**config.mk**
```make
export PLATFORM = sky130hd
export DESIGN_NAME = sid_bus_master
export DESIGN_NICKNAME = d
export VERILOG_FILES = /design/src/rtl/sid_bus_master.sv
export SDC_FILE = /design/constraint.sdc
export NUM_CORES = 1
export LEC_CHECK = 0
export ABC_AREA = 0
export CORE_UTILIZATION = 40
export CTS_CLUSTER_DIAMETER = 60
export DETAILED_ROUTE_END_ITERATION = 8
export PLACE_DENSITY = 0.67
export SYNTH_ARGS = -nofsm -noshare
export SYNTH_HDL_FRONTEND = slang
export SYNTH_SLANG_ARGS = --single-unit
```
**constraint.sdc**
```tcl
create_clock -name clk_i -period 3.6 [get_ports clk_i]
set_input_delay 0.9 -clock clk_i [delete_from_list [all_inputs] [get_ports clk_i]]
set_output_delay 0.9 -clock clk_i [all_outputs]
set_load 0.01 [all_outputs]
```
**src/rtl/sid_bus_master.sv**
```systemverilog
// 6502-style bus initiator for a SID register interface.
// It generates a free-running phi2 and runs one phi2-aligned register access for each accepted request.
module sid_bus_master #(
  parameter int HALF_PERIOD = 8
) (
  input  logic       clk_i,
  input  logic       rst_n,
  input  logic       req_valid,
  output logic       req_ready,
  input  logic       req_we,
  input  logic [5:0] req_addr,
  input  logic [7:0] req_wdata,
  output logic       rsp_valid,
  output logic [7:0] rsp_rdata,
  output logic       phi2_out,
  output logic       ceb_out,
  output logic       rwb_out,
  output logic [5:0] addr_out,
  output logic [7:0] bus_out,
  output logic       bus_oe,
  input  logic [7:0] bus_in
);

  localparam logic [7:0] CNT_LAST = 8'(HALF_PERIOD - 1);

  typedef enum logic [2:0] {
    S_IDLE,
    S_WAIT,
    S_ADDR,
    S_DATA,
    S_END
  } state_t;

  state_t     state;
  state_t     state_nx;
  logic [7:0] cnt;
  logic       at_last;
  logic       fall_pt;
  logic       rise_pt;
  logic       we_q;
  logic [5:0] addr_q;
  logic [7:0] wdata_q;
  logic       rsp_valid_q;

  // phase generator
  always_ff @(posedge clk_i) begin
    if (!rst_n) begin
      cnt      <= '0;
      phi2_out <= 1'b0;
    end else if (cnt == CNT_LAST) begin
      cnt      <= '0;
      phi2_out <= ~phi2_out;
    end else begin
      cnt <= cnt + 8'd1;
    end
  end

  assign at_last = (cnt == CNT_LAST);
  assign fall_pt = phi2_out & at_last;
  assign rise_pt = ~phi2_out & at_last;

  always_ff @(posedge clk_i) begin
    if (!rst_n) begin
      state <= S_IDLE;
    end else begin
      state <= state_nx;
    end
  end

  // An access only begins at a phase boundary, so WAIT blocks until the next fall point.
  always_comb begin
    state_nx = state;
    case (state)
      S_IDLE:  if (req_valid) state_nx = S_WAIT;
      S_WAIT:  if (fall_pt) state_nx = S_ADDR;
      S_ADDR:  if (rise_pt) state_nx = S_DATA;
      S_DATA:  if (fall_pt) state_nx = S_END;
      S_END:   state_nx = S_IDLE;
      default: state_nx = S_IDLE;
    endcase
  end

  // request capture
  always_ff @(posedge clk_i) begin
    if (state == S_IDLE && req_valid) begin
      we_q    <= req_we;
      addr_q  <= req_addr;
      wdata_q <= req_wdata;
    end
  end

  // registered bus outputs, driven from the state being entered
  always_ff @(posedge clk_i) begin
    if (!rst_n) begin
      ceb_out     <= 1'b1;
      rwb_out     <= 1'b1;
      addr_out    <= '0;
      bus_out     <= '0;
      bus_oe      <= 1'b0;
      rsp_valid_q <= 1'b0;
      rsp_rdata   <= '0;
    end else begin
      rsp_valid_q <= (state_nx == S_END);
      case (state_nx)
        S_ADDR: begin
          ceb_out  <= 1'b0;
          rwb_out  <= ~we_q;
          addr_out <= addr_q;
          bus_oe   <= 1'b0;
        end
        S_DATA: begin
          if (we_q) begin
            bus_oe  <= 1'b1;
            bus_out <= wdata_q;
          end
        end
        S_END: begin
          // END is entered only at the fall point, which is the read sample instant.
          if (!we_q) rsp_rdata <= bus_in;
        end
        default: begin
          ceb_out <= 1'b1;
          rwb_out <= 1'b1;
          bus_oe  <= 1'b0;
        end
      endcase
    end
  end

  assign req_ready = (state == S_IDLE) & rst_n;
  assign rsp_valid = rsp_valid_q & rst_n;

endmodule

```
# Yosys cells after proc, flatten, opt, wreduce, memory -nomap -nowiden
# Cells that the tools add are included.
dict set report word_totals {
  elab_cells 46
  register_bits 53
  output_inout_bits 28
}
dict set report classes {
  reduce_logical 7
  eq_ne 8
  add_sub_neg 1
  mux 9
  bitwise_logic 8
}
# operator n
set ops {}
lappend ops {{== test 3 x 2 -> 1 bit, second input constant} 4}
lappend ops {{2-to-1 mux 3 bit} 4}
lappend ops {{one-hot mux 3 bit (4 select lines)} 1}
lappend ops {{adder 8 x 1 -> 8 bit, second input constant} 1}
lappend ops {{== test 8 x 3 -> 1 bit, second input constant} 1}
lappend ops {{one-hot mux 1 bit (2 select lines)} 3}
lappend ops {{AND reduction 2 bit} 3}
lappend ops {{bitwise AND 1 bit} 4}
lappend ops {{inverter 1 bit} 4}
lappend ops {{OR reduction 2 bit} 2}
lappend ops {{== test 3 x 1 -> 1 bit, second input constant} 1}
lappend ops {{== test 3 bit, second input constant} 1}
lappend ops {{zero test 3 bit} 1}
lappend ops {{!= test 2 bit, second input constant} 1}
lappend ops {{logical AND 1 bit} 1}
lappend ops {{2-to-1 mux 1 bit} 1}

# Logic depth before layout (Yosys ltp)
# Gate-level depths: netlist of the first run.
dict set report logic_depth {
  word_depth 7
  ltp_mapped 8
  depth_no_buf 6
}

# Worst setup path after synthesis of the first run
# No wires, ideal clock.
dict set report synth_path {
  path_type {in2out}
  from {input rst_n}
  to {output req_ready}
  arrival_time_ns 1.374
  required_time_ns 2.700
  stages 3
  slack_ns 1.326
  path_buffers 1
  cell_sequence {clkbuf_8 -> nand2_1 -> nor3_1}
}
dict set report synth_via {
  elab_chain_len 1
}
# item line_no
set synth_rtl {}
lappend synth_rtl {{start: declaration} 7} ;# input logic rst_n,
lappend synth_rtl {{bitwise AND 1 bit} 130} ;# assign req_ready = (state == S_IDLE) & rst_n;
lappend synth_rtl {{end: declaration} 9} ;# output logic req_ready,
# No other way between the ends.

# Worst setup path after layout of the first run
dict set report layout_path {
  from {input rst_n}
  to {output rsp_valid}
}
dict set report layout_via {
  elab_chain_len 1
}
# item line_no
set layout_rtl {}
lappend layout_rtl {{bitwise AND 1 bit} 131} ;# assign rsp_valid = rsp_valid_q & rst_n;
lappend layout_rtl {{end: declaration} 13} ;# output logic rsp_valid,
# No other way between the ends.

==> flow_metrics.tcl, run 1 <==
set metrics [dict create \
    p_sw_mw 0.2216 \
    reg2reg_depth 6 \
    worstPathRequired_ns 2.70 \
    worst_slew_pin_slew_ns 0.7145 \
    clkLatencyLatePin_ns 0.30 \
    first_pass_iters 4 \
    vias 1399 \
    first_iter_violations 77 \
    drive_gt1_share_pct 8.584 \
    hp-class "reg -> reg" \
    htreeDepth 2 \
    grt_pass1_vias 1318 \
    rsz0062_at_grt "false" \
    avgRoutedWirePerCell_um 11.88 \
    setup_viol 0 \
    diodes 0 \
    synthCells 180 \
    pin_count 54 \
    cpPeakStageDelay_ns 0.53 \
    combPwrFrac_pct 6.2 \
    cts_buffer_depth 2 \
    synth.avg_cell_area_um2 11.68 \
    grt_usage_pct 14.28 \
    clkSlewWorstSetupHoldPaths_ns 0.09 \
    timing.rr.start "cnt[0]" \
    clock-skew-final_ns 0.007013 \
    n_fill_cell 466 \
    slowest_stage "clkdlybuf4s50_1" \
    ant_nets 0 \
    slew_headroom_pct 52.16 \
    numClockSinks 53 \
    overflow 0 \
    finalCritPeriodShare_pct 90.24 \
    via_per_inst 4.617 \
    layout_commonest_cell "clkdlybuf4s50_1" \
    antenna_found_initial 0 \
    cts_tree "built" \
    grt_max_degree 19 \
    fp.coreArea_mm2 0.005075 \
    yosys_warnings 0 \
    whs_ns 0.4511 \
    period_needed_ns 3.249 \
    intPower_mw 0.8044 \
    ys_seq_elements 53 \
    cp_cell_sequence "clkdlybuf4s50_1 > buf_4 > and2_1 > clkdlybuf4s50_1" \
    finalSetupTns_ns 0 \
    portBuffers 53 \
    dpl.hpwl_um 2703 \
    critical_path_class "in -> out" \
    fmax_mhz 307.8 \
    syn_nets 207 \
    final_max_slew_viol_count 0 \
    post_cts_buffers 0 \
    cap_violations 0 \
    gp_congestion 0.8538 \
    clockPowerShare_pct 31.7 \
    reg2reg_setup_slack_ns 1.32 \
    endpoint "rsp_valid" \
    rr_endpoint "rsp_rdata[4]" \
    yosys.cell_types.count 36 \
    start_util_pct 41.44 \
    seqPwrFrac_pct 62.2 \
    leakagePower_nw 0.9484 \
    swShare_pct 21.60 \
    powerDensity_mw_per_mm2 376.2 \
    cp.arrival_ns 2.35 \
    die_area_mm2 0.005552 \
    areaGrowthSynthToFinish_pct 29.68 \
    path_common_cell "clkdlybuf4s50_1" \
    root_buffer "clkbuf_8" \
    worst_setup_path_end_kind "output pin" \
    synth_flop_cell "dfxtp_1" \
    syn_area_mm2 0.002103 \
    nets 259 \
    drc 0 \
    synth-seq-area-share_pct 57.58 \
    synth_edf_count 15 \
    drt-total-wl_um 3601 \
    row_count 26 \
    finalHoldViolations 0 \
    grt_pass1_wl_um 5816 \
    ctsHoldBuffers 0 \
    cts-buffers-inserted 5 \
    startpoint_type "input pin" \
    die_y_um 74.52 \
    synth-async-reset-ratio_pct 0 \
    cts_resized 0 \
    fp.dieW_um 74.52 \
    most-common-layout-cells "53 x clkdlybuf4s50_1, 38 x dfxtp_1, 25 x nand2_1, 20 x nor2_1, 16 x mux2i_1" \
    crit_start "rst_n" \
    max-vdd-ir-drop_mv 0.2261 \
    crit_path_max_fanout 18 \
    outcome "finished, final reports clean" \
]
[how the worst min path moves through the flow]
stage | start | to | slack, ns | cells after the start
floorplan | cnt[0] | cnt[0] | 0.41 | 1
global placement | cnt[0] | cnt[0] | 0.43 | 1
detailed placement | cnt[0] | cnt[0] | 0.44 | 1
CTS | cnt[0] | cnt[0] | 0.45 | 1
global route | cnt[0] | cnt[0] | 0.48 | 1
finish | cnt[0] | cnt[0] | 0.45 | 1
[power by group through the flow]
| stage | Sequential, mW | Clock (mW) | Combinational [mW] |
|---|---|---|---|
| floorplan | 0.648 | 0 | 0.0335 |
| global placement | 0.651 | 0 | 0.0632 |
| detailed placement | 0.652 | 0 | 0.0645 |
| CTS | 0.638 | 0.346 | 0.0645 |
| global route | 0.640 | 0.362 | 0.0703 |
| finish | 0.638 | 0.325 | 0.0632 |
[cells in the mapped netlist, types with 2 or more instances]
master    instances  area [um2]
xnor2_1           4       35.03
clkbuf_1          2       7.510
xor2_1            5       43.79
nor2b_1           2       12.51
clkbuf_8          3       41.29
inv_1             2       7.510
o21a_1            2       15.01
and3_1            5       31.28
buf_6             4       45.04
edfxtp_1         15       450.4
mux2i_1          16       160.2
nor2_1           20       75.07
nand3_1          10       50.05
nand2_1          25       93.84
o21ai_0           7       35.03
dfxtp_1          38       760.7
[registers in the layout, summed over array words and instances (netlist names)]
signal,count
we_q,1
rsp_valid_q,1
addr_q,6
bus_out,8
rsp_rdata,8
state,3
bus_oe,1
wdata_q,8
cnt,8
phi2_out,1
rwb_out,1
ceb_out,1
addr_out,6
[final cells by class]
cell class / count / area (um2) / area share (%)
inverters: 2 / 7.507 / 0.2752
repair buffers: 56 / 553.0 / 20.28
well taps: 70 / 87.58 / 3.211
clock inverters: 3 / 21.27 / 0.7798
multi-input cells: 114 / 778.2 / 28.53
flip-flops and latches: 53 / 1211 / 44.40
clock buffers: 5 / 68.82 / 2.523
[kinds of logic after synthesis]
kind of cell,share of synthesized area (%)
AOI/OAI and AO/OA,5.354
and+or+nand+nor,19.69
DFF,57.58
adders and majority gates,0.5948
muxes,7.614
buffers and inverters,5.413
xor gates and xnor gates,3.748
[metal layers]
metal | track usage [%] | wire, um
met2 | 24.62 | 1759
met3 | 4.472 | 173
met1 | 16.47 | 1619
met5 | 0 | 0
met4 | 5.660 | 48
[metrics by stage]
step / util (%) / instance area (um2) / cells / setup WS [ns] / total power, mW
finish: 53.75 / 2728 / 303 / 0.3512 / 1.026
global route: 53.75 / 2728 / 303 / 0.2864 / 1.072
CTS: 53.75 / 2728 / 303 / 0.3464 / 1.049
detailed placement: 51.97 / 2638 / 295 / 0.3519 / 0.7162
global placement: 51.97 / 2638 / 295 / 0.3694 / 0.7146
floorplan: - / 2103 / 180 / 1.326 / 0.6818
[critical path, delay by kind of cell]
family / cells / cell delay [ns]
buffers and inverters: 3 / 1.30
AND/OR/NAND/NOR: 1 / 0.15
Note: power is estimated with default switching activity, not from simulation.
==> run 2: changes to the inputs <==
Settings changed: CAP_MARGIN set to 10.
==> results of run 2 <==
The final DEF is identical to that of run 1; final timing and power are the same.
